### config.mk
export PLATFORM = sky130hd
export DESIGN_NAME = snn_infer_ctrl
export DESIGN_NICKNAME = d
export VERILOG_FILES = /design/src/rtl/snn_infer_ctrl_pkg.sv /design/src/rtl/snn_argmax.sv /design/src/rtl/snn_infer_ctrl.sv
export SDC_FILE = /design/constraint.sdc
export NUM_CORES = 1
export LEC_CHECK = 0
export ABC_AREA = 1
export BUFFER_PORTS_ARGS = -buffer_cell sky130_fd_sc_hd__buf_4
export CORE_MARGIN = 1
export CORE_UTILIZATION = 47
export CTS_BUF_LIST = sky130_fd_sc_hd__clkbuf_16
export CTS_CLUSTER_SIZE = 25
export DETAILED_ROUTE_END_ITERATION = 10
export PLACE_DENSITY_LB_ADDON = 0.1
export SLEW_MARGIN = 20
export SYNTH_ARGS = -nofsm -noshare
export SYNTH_HDL_FRONTEND = slang
export SYNTH_SLANG_ARGS = --single-unit
### constraint.sdc
create_clock -name clk -period 2.2 [get_ports clk]
set_clock_uncertainty 0.1 [all_clocks]
set_input_delay 0.11 -clock clk [delete_from_list [all_inputs] [get_ports clk]]
set_output_delay 0.11 -clock clk [all_outputs]
set_load 0.01 [all_outputs]
### src/rtl/snn_infer_ctrl_pkg.sv
// Shared types, defaults and width helper for the spiking-network inference controller.
// Optional build macro used by the controller: SNN_FIRST_SPIKE_EXIT_EN.
package snn_infer_ctrl_pkg;

    localparam int DEF_INPUTS    = 25;
    localparam int DEF_NEURONS   = 2;
    localparam int DEF_TSTEPS    = 20;
    localparam int DEF_DRAIN_CYC = 2;
    localparam int DEF_CNT_W     = 5;
    localparam int DEF_WIN_W     = 1;

    typedef enum logic [2:0] {
        ST_IDLE  = 3'd0,
        ST_CLEAR = 3'd1,
        ST_RUN   = 3'd2,
        ST_DRAIN = 3'd3,
        ST_DONE  = 3'd4,
        ST_FLUSH = 3'd5
    } state_t;

    // Bits needed to hold values 0..value-1, never less than one.
    function automatic int clog2_min1(input int value);
        int bits;
        bits = 1;
        while ((1 << bits) < value) begin
            bits = bits + 1;
        end
        return bits;
    endfunction

endpackage

### src/rtl/snn_argmax.sv
// Combinational arg-max over NEURONS packed CNT_W-bit counts: lowest winning index,
// tie flag (another index shares the maximum) and all-zero flag.
module snn_argmax
    import snn_infer_ctrl_pkg::*;
#(
    parameter int NEURONS = DEF_NEURONS,
    parameter int CNT_W   = DEF_CNT_W,
    parameter int WIN_W   = DEF_WIN_W
) (
    input  logic [NEURONS*CNT_W-1:0] counts,
    output logic [WIN_W-1:0]         max_idx,
    output logic                     tie,
    output logic                     zero
);

    logic [CNT_W-1:0] best_s;
    logic [CNT_W-1:0] cur_s;
    logic [WIN_W-1:0] idx_s;
    logic             tie_s;

    // Strict greater-than keeps the lowest index on equal counts.
    always_comb begin
        best_s = counts[CNT_W-1:0];
        idx_s  = {WIN_W{1'b0}};
        tie_s  = 1'b0;
        cur_s  = {CNT_W{1'b0}};
        for (int i = 1; i < NEURONS; i++) begin
            cur_s = counts[i*CNT_W +: CNT_W];
            if (cur_s > best_s) begin
                best_s = cur_s;
                idx_s  = WIN_W'(i);
                tie_s  = 1'b0;
            end else if (cur_s == best_s) begin
                tie_s = 1'b1;
            end else begin
                tie_s = tie_s;
            end
        end
        zero    = (best_s == {CNT_W{1'b0}});
        max_idx = idx_s;
        if (zero) begin
            tie = 1'b0;
        end else begin
            tie = tie_s;
        end
    end

endmodule

### src/rtl/snn_infer_ctrl.sv
// Inference sequencer for the integrate-and-fire output layer: clear, stream frames, count, pick winner.
// Optional build macro: SNN_FIRST_SPIKE_EXIT_EN (exit on the first output spike, flushing the rest of the sample).
module snn_infer_ctrl
    import snn_infer_ctrl_pkg::*;
#(
    parameter int INPUTS    = DEF_INPUTS,
    parameter int NEURONS   = DEF_NEURONS,
    parameter int TSTEPS    = DEF_TSTEPS,
    parameter int DRAIN_CYC = DEF_DRAIN_CYC,
    parameter int CNT_W     = DEF_CNT_W,
    parameter int WIN_W     = DEF_WIN_W
) (
    input  logic               clk,
    input  logic               rstb,
    input  logic               start,
    output logic               busy,
    input  logic               in_valid,
    input  logic [INPUTS-1:0]  in_data,
    output logic               in_ready,
    output logic [INPUTS-1:0]  signals,
    input  logic [NEURONS-1:0] spikes,
    output logic               latinhib,
    output logic               done,
    output logic [WIN_W-1:0]   winner,
    output logic               tie,
    output logic               no_spike
);

    localparam int FC_W = clog2_min1(TSTEPS + 1);
    localparam int DC_W = clog2_min1(DRAIN_CYC + 1);
    localparam logic [CNT_W-1:0] CNT_MAX = {CNT_W{1'b1}};

    state_t                   state_r;
    logic [FC_W-1:0]          fcnt_r;
    logic [DC_W-1:0]          dcnt_r;
    logic [NEURONS*CNT_W-1:0] cnt_r;
    logic [NEURONS*CNT_W-1:0] cnt_next_s;
    logic [INPUTS-1:0]        signals_r;
    logic                     done_r;
    logic [WIN_W-1:0]         winner_r;
    logic                     tie_r;
    logic                     no_spike_r;

    logic                     count_en_s;
    logic                     in_ready_s;
    logic                     accept_s;
    logic                     last_accept_s;
    logic                     drain_last_s;
    logic [WIN_W-1:0]         am_idx_s;
    logic                     am_tie_s;
    logic                     am_zero_s;

    assign count_en_s    = (state_r == ST_RUN) || (state_r == ST_DRAIN);
`ifdef SNN_FIRST_SPIKE_EXIT_EN
    assign in_ready_s    = (state_r == ST_RUN) || (state_r == ST_FLUSH);
`else
    assign in_ready_s    = (state_r == ST_RUN);
`endif
    assign accept_s      = in_valid & in_ready_s;
    assign last_accept_s = accept_s && (fcnt_r == FC_W'(TSTEPS - 1));
    assign drain_last_s  = (dcnt_r == DC_W'(DRAIN_CYC - 1));

    assign busy     = (state_r != ST_IDLE);
    assign in_ready = in_ready_s;
    assign latinhib = (state_r == ST_CLEAR) | (|spikes);
    assign signals  = signals_r;
    assign done     = done_r;
    assign winner   = winner_r;
    assign tie      = tie_r;
    assign no_spike = no_spike_r;

    // Saturating per-neuron spike counters, including this edge's spikes.
    always_comb begin
        cnt_next_s = cnt_r;
        for (int i = 0; i < NEURONS; i++) begin
            if (count_en_s && spikes[i] && (cnt_r[i*CNT_W +: CNT_W] != CNT_MAX)) begin
                cnt_next_s[i*CNT_W +: CNT_W] = cnt_r[i*CNT_W +: CNT_W] + CNT_W'(1);
            end else begin
                cnt_next_s[i*CNT_W +: CNT_W] = cnt_r[i*CNT_W +: CNT_W];
            end
        end
    end

    snn_argmax #(
        .NEURONS (NEURONS),
        .CNT_W   (CNT_W),
        .WIN_W   (WIN_W)
    ) u_argmax (
        .counts  (cnt_next_s),
        .max_idx (am_idx_s),
        .tie     (am_tie_s),
        .zero    (am_zero_s)
    );

`ifdef SNN_FIRST_SPIKE_EXIT_EN
    logic             fs_hit_s;
    logic [WIN_W-1:0] fs_idx_s;
    logic             fs_tie_s;
    logic             fs_found_s;

    // Lowest set spike bit and multi-spike flag for the early-exit result.
    always_comb begin
        fs_idx_s   = {WIN_W{1'b0}};
        fs_tie_s   = 1'b0;
        fs_found_s = 1'b0;
        for (int i = 0; i < NEURONS; i++) begin
            if (spikes[i] && !fs_found_s) begin
                fs_idx_s   = WIN_W'(i);
                fs_found_s = 1'b1;
            end else if (spikes[i]) begin
                fs_tie_s = 1'b1;
            end else begin
                fs_tie_s = fs_tie_s;
            end
        end
        fs_hit_s = count_en_s & fs_found_s;
    end
`endif

    // Sequencer state, frame streaming, counters and registered result.
    always_ff @(posedge clk) begin
        if (!rstb) begin
            state_r    <= ST_IDLE;
            fcnt_r     <= {FC_W{1'b0}};
            dcnt_r     <= {DC_W{1'b0}};
            cnt_r      <= {(NEURONS*CNT_W){1'b0}};
            signals_r  <= {INPUTS{1'b0}};
            done_r     <= 1'b0;
            winner_r   <= {WIN_W{1'b0}};
            tie_r      <= 1'b0;
            no_spike_r <= 1'b0;
        end else begin
            done_r <= 1'b0;
            case (state_r)
                ST_IDLE: begin
                    if (start) begin
                        state_r <= ST_CLEAR;
                    end else begin
                        state_r <= ST_IDLE;
                    end
                end
                ST_CLEAR: begin
                    cnt_r      <= {(NEURONS*CNT_W){1'b0}};
                    fcnt_r     <= {FC_W{1'b0}};
                    dcnt_r     <= {DC_W{1'b0}};
                    signals_r  <= {INPUTS{1'b0}};
                    winner_r   <= {WIN_W{1'b0}};
                    tie_r      <= 1'b0;
                    no_spike_r <= 1'b0;
                    state_r    <= ST_RUN;
                end
                ST_RUN: begin
                    cnt_r <= cnt_next_s;
                    if (accept_s) begin
                        signals_r <= in_data;
                        fcnt_r    <= fcnt_r + FC_W'(1);
                    end else begin
                        signals_r <= {INPUTS{1'b0}};
                    end
`ifdef SNN_FIRST_SPIKE_EXIT_EN
                    if (fs_hit_s) begin
                        winner_r   <= fs_idx_s;
                        tie_r      <= fs_tie_s;
                        no_spike_r <= 1'b0;
                        if (last_accept_s) begin
                            state_r <= ST_DONE;
                            done_r  <= 1'b1;
                        end else begin
                            state_r <= ST_FLUSH;
                        end
                    end else
`endif
                    if (last_accept_s) begin
                        state_r <= ST_DRAIN;
                        dcnt_r  <= {DC_W{1'b0}};
                    end else begin
                        state_r <= ST_RUN;
                    end
                end
                ST_DRAIN: begin
                    cnt_r     <= cnt_next_s;
                    signals_r <= {INPUTS{1'b0}};
`ifdef SNN_FIRST_SPIKE_EXIT_EN
                    if (fs_hit_s) begin
                        winner_r   <= fs_idx_s;
                        tie_r      <= fs_tie_s;
                        no_spike_r <= 1'b0;
                        state_r    <= ST_DONE;
                        done_r     <= 1'b1;
                    end else
`endif
                    if (drain_last_s) begin
                        winner_r   <= am_idx_s;
                        tie_r      <= am_tie_s;
                        no_spike_r <= am_zero_s;
                        state_r    <= ST_DONE;
                        done_r     <= 1'b1;
                    end else begin
                        dcnt_r  <= dcnt_r + DC_W'(1);
                        state_r <= ST_DRAIN;
                    end
                end
`ifdef SNN_FIRST_SPIKE_EXIT_EN
                // Discard the rest of the sample so the next one starts aligned.
                ST_FLUSH: begin
                    signals_r <= {INPUTS{1'b0}};
                    if (accept_s) begin
                        fcnt_r <= fcnt_r + FC_W'(1);
                    end else begin
                        fcnt_r <= fcnt_r;
                    end
                    if (last_accept_s) begin
                        state_r <= ST_DONE;
                        done_r  <= 1'b1;
                    end else begin
                        state_r <= ST_FLUSH;
                    end
                end
`endif
                ST_DONE: begin
                    state_r <= ST_IDLE;
                end
                default: begin
                    state_r <= ST_IDLE;
                end
            endcase
        end
    end

endmodule

# Word level (Yosys, flattened, before mapping)
# Index checks and enable logic that the tools add are counted.
[classes]
addsub = 4
n_lt_le_gt_ge = 1
n_eq_ne = 12
mux = 26
bitwise_logic = 2
reduce_logical = 21
[op_table]
columns = ["cell", "count"]
rows = [
  ["25-bit case mux with 2 select lines", 1],
  ["25-bit 2-to-1 mux", 1],
  ["5-bit 2-to-1 mux", 4],
  ["10-bit case mux with 2 select lines", 1],
  ["5-bit by 1-bit adder with 5-bit output (second input constant)", 3],
  ["3-bit case mux with 4 select lines", 1],
  ["1-bit 2-to-1 mux", 10],
  ["5-bit inequality test (second input constant)", 2],
  ["5-bit case mux with 2 select lines", 1],
  ["2-bit nonzero test", 4],
  ["3-bit by 2-bit equality test with 1-bit output (second input constant)", 2],
  ["1-bit case mux with 2 select lines", 3],
  ["2-bit case mux with 3 select lines", 1],
  ["2-bit AND reduction", 3],
  ["3-bit nonzero test", 2],
  ["2-bit OR reduction", 3],
  ["5-bit equality test", 1],
  ["5-bit equality test (second input constant)", 1],
  ["5-bit greater-than comparator", 1],
  ["1-bit logical AND", 5],
  ["5-bit logical NOT", 1],
  ["2-bit 2-to-1 mux", 2],
  ["2-bit by 1-bit inequality test with 1-bit output (second input constant)", 2],
  ["2-bit inequality test (second input constant)", 2],
  ["9 further kinds", 9],
]
[totals]
reg_bits = 49
output_inout_bits = 32
word_cells = 75

# Longest topological paths before layout
[depth]
word_depth = 11
depth_mapped = 21
ltp_nobuf = 21

# Cells and area by module
# Synthesis repeated with hierarchy kept, for this count alone.
[hier_totals]
cells_unflattened = 348
area_unflattened_um2 = 2467.4
[modules_own_cells]
columns = ["mod", "n_inst", "cells_per_inst", "area_per_inst_um2", "seq_area_each_um2"]
rows = [
  ["snn_infer_ctrl", 1, 313, 2274.7, 980.9],
  ["snn_argmax", 1, 35, 192.7, 0.0],
]

# Worst setup path before layout
# Ideal clock, no wire load.
[synth_timing]
path_type = "register to register"
from = "register cnt_r[5]"
to = "register no_spike_r (netlist: no_spike)"
setup_ns = 0.113
arrival_time_ns = 2.142
slack_ns = -0.155
path_stages_with_launch = 20
path_buffers = 0
period_less_slack_ns = 2.355
path_cell_list = "dfxtp_1 ha_1 nand2_1 nor2_1 ha_1 inv_1 nand2_1 nor2_1 nand3_1 and2_1 ha_1 nand2_1 nor2_1 nand2_1 nand3_1 nand2_1 inv_1 nand2_1 nand3_1 nand2_1"
[synth_via]
elab_chain_len = 8
word_cells_on_any_way = 9
[synth_rtl]
columns = ["element", "line_no", "text"]
rows = [
  ["start, declared", "snn_infer_ctrl.sv:36", "logic [NEURONS*CNT_W-1:0] cnt_r;"],
  ["start signal, assigned", "snn_infer_ctrl.sv:126", "cnt_r <= {(NEURONS*CNT_W){1'b0}};"],
  ["start signal, assigned", "snn_infer_ctrl.sv:143", "cnt_r <= {(NEURONS*CNT_W){1'b0}};"],
  ["start signal, assigned", "snn_infer_ctrl.sv:153", "cnt_r <= cnt_next_s;"],
  ["parallel branches: the longest is 2 deep, another holds 5-bit by 1-bit adder with 5-bit output", "-", ""],
  ["5-bit 2-to-1 mux *", "snn_infer_ctrl.sv:76", "if (count_en_s && spikes[i] && (cnt_r[i*CNT_W +: CNT_W] != CNT_MAX)) begin"],
  ["5-bit greater-than comparator", "snn_argmax.sv:29", "if (cur_s > best_s) begin"],
  ["5-bit 2-to-1 mux *", "snn_argmax.sv:29", ""],
  ["5-bit logical NOT *", "snn_argmax.sv:39", "zero = (best_s == {CNT_W{1'b0}});"],
  ["1-bit 2-to-1 mux *", "snn_infer_ctrl.sv:192", "if (drain_last_s) begin"],
  ["1-bit case mux with 2 select lines *", "snn_infer_ctrl.sv:134", "case (state_r)"],
  ["end signal, assigned", "snn_infer_ctrl.sv:195", "no_spike_r <= am_zero_s;"],
  ["end, declared", "snn_infer_ctrl.sv:42", "logic no_spike_r;"],
]
# Mark *: on every way between the ends. The select of a mux whose other input is x is not followed.
# A chain may end at the register's enable or synchronous reset.

# Worst setup path in the final report
[layout_timing]
from = "register cnt_r[6]"
to = "register winner_r (netlist: winner)"
[layout_via]
elab_chain_len = 7
word_cells_on_any_way = 8
[layout_rtl]
columns = ["element", "line_no", "text"]
rows = [
  ["parallel branches: the longest is 2 deep, another holds 5-bit by 1-bit adder with 5-bit output", "-", ""],
  ["5-bit 2-to-1 mux *", "snn_infer_ctrl.sv:76", ""],
  ["5-bit greater-than comparator *", "snn_argmax.sv:29", ""],
  ["1-bit 2-to-1 mux *", "snn_argmax.sv:29", ""],
  ["1-bit 2-to-1 mux *", "snn_infer_ctrl.sv:192", ""],
  ["1-bit case mux with 2 select lines *", "snn_infer_ctrl.sv:134", ""],
  ["end signal, assigned", "snn_infer_ctrl.sv:129", "winner_r <= {WIN_W{1'b0}};"],
  ["end signal, assigned", "snn_infer_ctrl.sv:147", "winner_r <= {WIN_W{1'b0}};"],
  ["end signal, assigned", "snn_infer_ctrl.sv:193", "winner_r <= am_idx_s;"],
  ["end, declared", "snn_infer_ctrl.sv:40", "logic [WIN_W-1:0] winner_r;"],
]
# Marked as above.

==> impl_results.md <==
* Met3 wire length at 373 microns
* Ports at 63
* Number of global-route vias before repair at 2256
* Maximum Capacitance Violations at 0
* Dpl hpwl at 3870 microns
* Vias at 2477
* Avg WL per Cell at 11.6 microns
* #FFs+latches synth at 49
* Area growth syn-to-layout at 55.2%
* Worst-Margin Slew at 426 ps
* # DRC at 0
* Status: finished, violations left
* Post-DRT Antenna Nets at 0
* Initial core utilization at 0.496
* ANT cells at 0
* Worst Path Arrival at 2410 ps
* Critical path class: reg -> reg
* Post-synth net total at 386
* Mapped Area at 0.00239 sq mm
* Clock latency on the worst-skew pair at 290 ps
* Setup crit end kind: flip-flop
* FP Rows at 25
* Final hold violations at 0
* CORE AREA at 0.00482 sq mm
* Die ar. at 0.00537 sq mm
* Worst Hold Class: in -> reg
* Met1 WL at 2740 microns
* Setup Viol. Count Final at 3
* Rel. slew slack at 0.716
* CTS max path bufs at 2
* Netlist cell types at 28
* Top-count cell post-synth: nand2_1
* Final Util at 0.770
* Lkg Pwr at 1.66 nW
* Largest fanout on the critical path at 3
* Top cell type's share of synthesized area at 0.410
* Initial antenna violation count at 0
* Routed wl met2 at 2900 microns
* Switch Pwr at 0.593 mW
* Syn_area_per_cell at 6.95 sq um
* Vias per cell at 4.73
* P per Cell Area at 603 mW/mm^2
* Die Span Y at 73.3 microns
* Drt first pass iters at 4
* Max Freq at 430 MHz
* Max Slew Vio Count at 0
* CTS tree: built
* CTS buffer count at 5
* RSZ-0062 raised after global routing: yes
* EDFF count, synth at 0
* Placer Congestion at 0.844
* Top cells by area, synth: dfxtp_1, nand2_1, a21oi_1
* Top FF cell, synth: dfxtp_1
* CP Launch Type: flip-flop
* Max Used Layer: met4
* Worst endpoint required time at 2280 ps
* Final wirelength at 6100 microns
* Die W at 73.3 microns
* Net count, final at 498
* Async SR Flop Fraction at 0
* Sw Share at 0.265
* Number of I/O port buffers at 62
* Final min period at 2320 ps
* First-pass GRT wire length at 10100 microns
* Largest net degree at the start of global routing at 32
* Clk pin slew, worst setup/hold paths at 70 ps
* Part of the power in combinational logic at 0.191
* VDD IR max at 459 uV
* Gr usage total at 0.243
* Failing checks: negative setup slack
* Total gr overflow at 0
* Cell Int Power at 1.64 mW
* Iteration-0 DRC Markers at 99
* Sequential share of the synthesized area at 0.410
* CTS sink count at 49
* # H-tree levels at 2
* Root buffer cell: clkbuf_16
* Synth top cells by count: nand2_1, dfxtp_1, a21oi_1
* Clock power share at 0.393
* Hold WS at 56.7 ps
* Area leader, netlist: dfxtp_1
* Sequential Power Share at 0.415
* Worst Setup Slack, final at -124 ps
* Yosys warns at 0
* Post-synthesis cell count at 344
* Fraction of layout cells with a size suffix above 1 at 0.341
* Fin crit share at 1.06
==> layout by cell type (no fill, tap or decap), drive strengths merged <==
| cell | count |
|---|---|
| xor2 | 1 |
| a22o | 1 |
| o21ai | 3 |
| clkbuf | 5 |
| buf | 89 |
| ha | 11 |
| and2 | 1 |
| clkinv | 1 |
| nand3b | 2 |
| nand2 | 135 |
| o21bai | 1 |
| bufinv | 1 |
| inv | 39 |
| dlygate4sd3 | 26 |
| nand3 | 14 |
| nor4 | 1 |
| a21oi | 42 |
| nor2 | 28 |
| a31oi | 1 |
| o22ai | 1 |
| dfxtp | 49 |
| nor3 | 3 |
| and3 | 2 |
==> power by group through the flow <==
stage / combinational [mW] / clock (mW) / sequential [mW]
global placement: 0.339 / 0 / 0.947
finish: 0.428 / 0.880 / 0.929
floorplan: 0.206 / 0 / 0.952
global route: 0.471 / 0.926 / 0.932
detailed placement: 0.342 / 0 / 0.947
CTS: 0.385 / 0.898 / 0.928
==> final cells by class <==
type | instances | area [sq um]
Clock buffer | 5 | 125
Inverter | 38 | 143
Sequential cell | 49 | 986
Multi-Input combinational cell | 247 | 1380
Fill cell | 364 | 1110
Clock inverter | 3 | 43.8
Timing Repair Buffer | 115 | 945
Tap cell | 67 | 83.8
==> worst max-delay path, stage by stage, from the launching register on <==
cell and delay (ps):
dfxtp_2 340, ha_4 160, nand2_2 60, nor2_2 50
ha_4 160, inv_2 50, nand2_2 60, nor2_4 120
nand3_2 100, and2_4 170, ha_4 240, nand2_4 60
o21bai_1 120, nand3_2 80, nand2_2 100, inv_2 40
a22o_1 210
==> worst paths after layout <==
path	start	end	slack, ps	depth (start not counted)
setup / recovery	cnt_r[6]	winner	-120	16
hold / removal	in_valid	fcnt_r[1]	60	4
setup reg to reg	cnt_r[6]	winner	-120	16
hold reg to reg	tie	tie	360	2
==> state kept, by name, indices dropped and copies added, names as in the netlist <==
| name | count |
|---|---|
| tie | 1 |
| done | 1 |
| winner | 1 |
| signals | 25 |
| dcnt_r | 2 |
| cnt_r | 10 |
| no_spike | 1 |
| fcnt_r | 5 |
| state_r | 3 |
==> what timing repair did <==
item / 4_1_cts / 5_1_grt
endpoints found under the setup margin: 3 / 3
setup buffers: 6 / 3
resized for setup: 10 / 30
pin swaps: 10 / 25
hold buffers: 26 / 0
endpoints found under the hold margin: 27 / 0
==> cells by family after synthesis <==
kind of cell / after synthesis / synth area share
simple gates: 186 / 0.338
compound gates: 49 / 0.106
flops: 49 / 0.410
buf+inv: 48 / 0.0838
fa+ha+maj: 11 / 0.0576
xor+xnor: 1 / 0.00367
==> routing by layer <==
metal,up-vias,track usage
li1,1301,-
met1,1099,0.318
met2,67,0.397
met3,10,0.0617
met4,0,0.0726
met5,-,0
==> through the flow <==
| stage | setup slack [ps] | instance area (sq um) | std cells | setup TNS [ps] | total power, mW |
|---|---|---|---|---|---|
| final | -124 | 3710 | 524 | -310 | 2.24 |
| after CTS | -144 | 3560 | 521 | -387 | 2.21 |
| after global placement | -111 | 3050 | 481 | -319 | 1.29 |
| after global routing | -267 | 3710 | 524 | -770 | 2.33 |
| after floorplan | -45.3 | 2410 | 344 | -122 | 1.16 |
| after detailed placement | -204 | 3050 | 481 | -585 | 1.29 |
No activity file was read; power rests on OpenSTA's default activity.
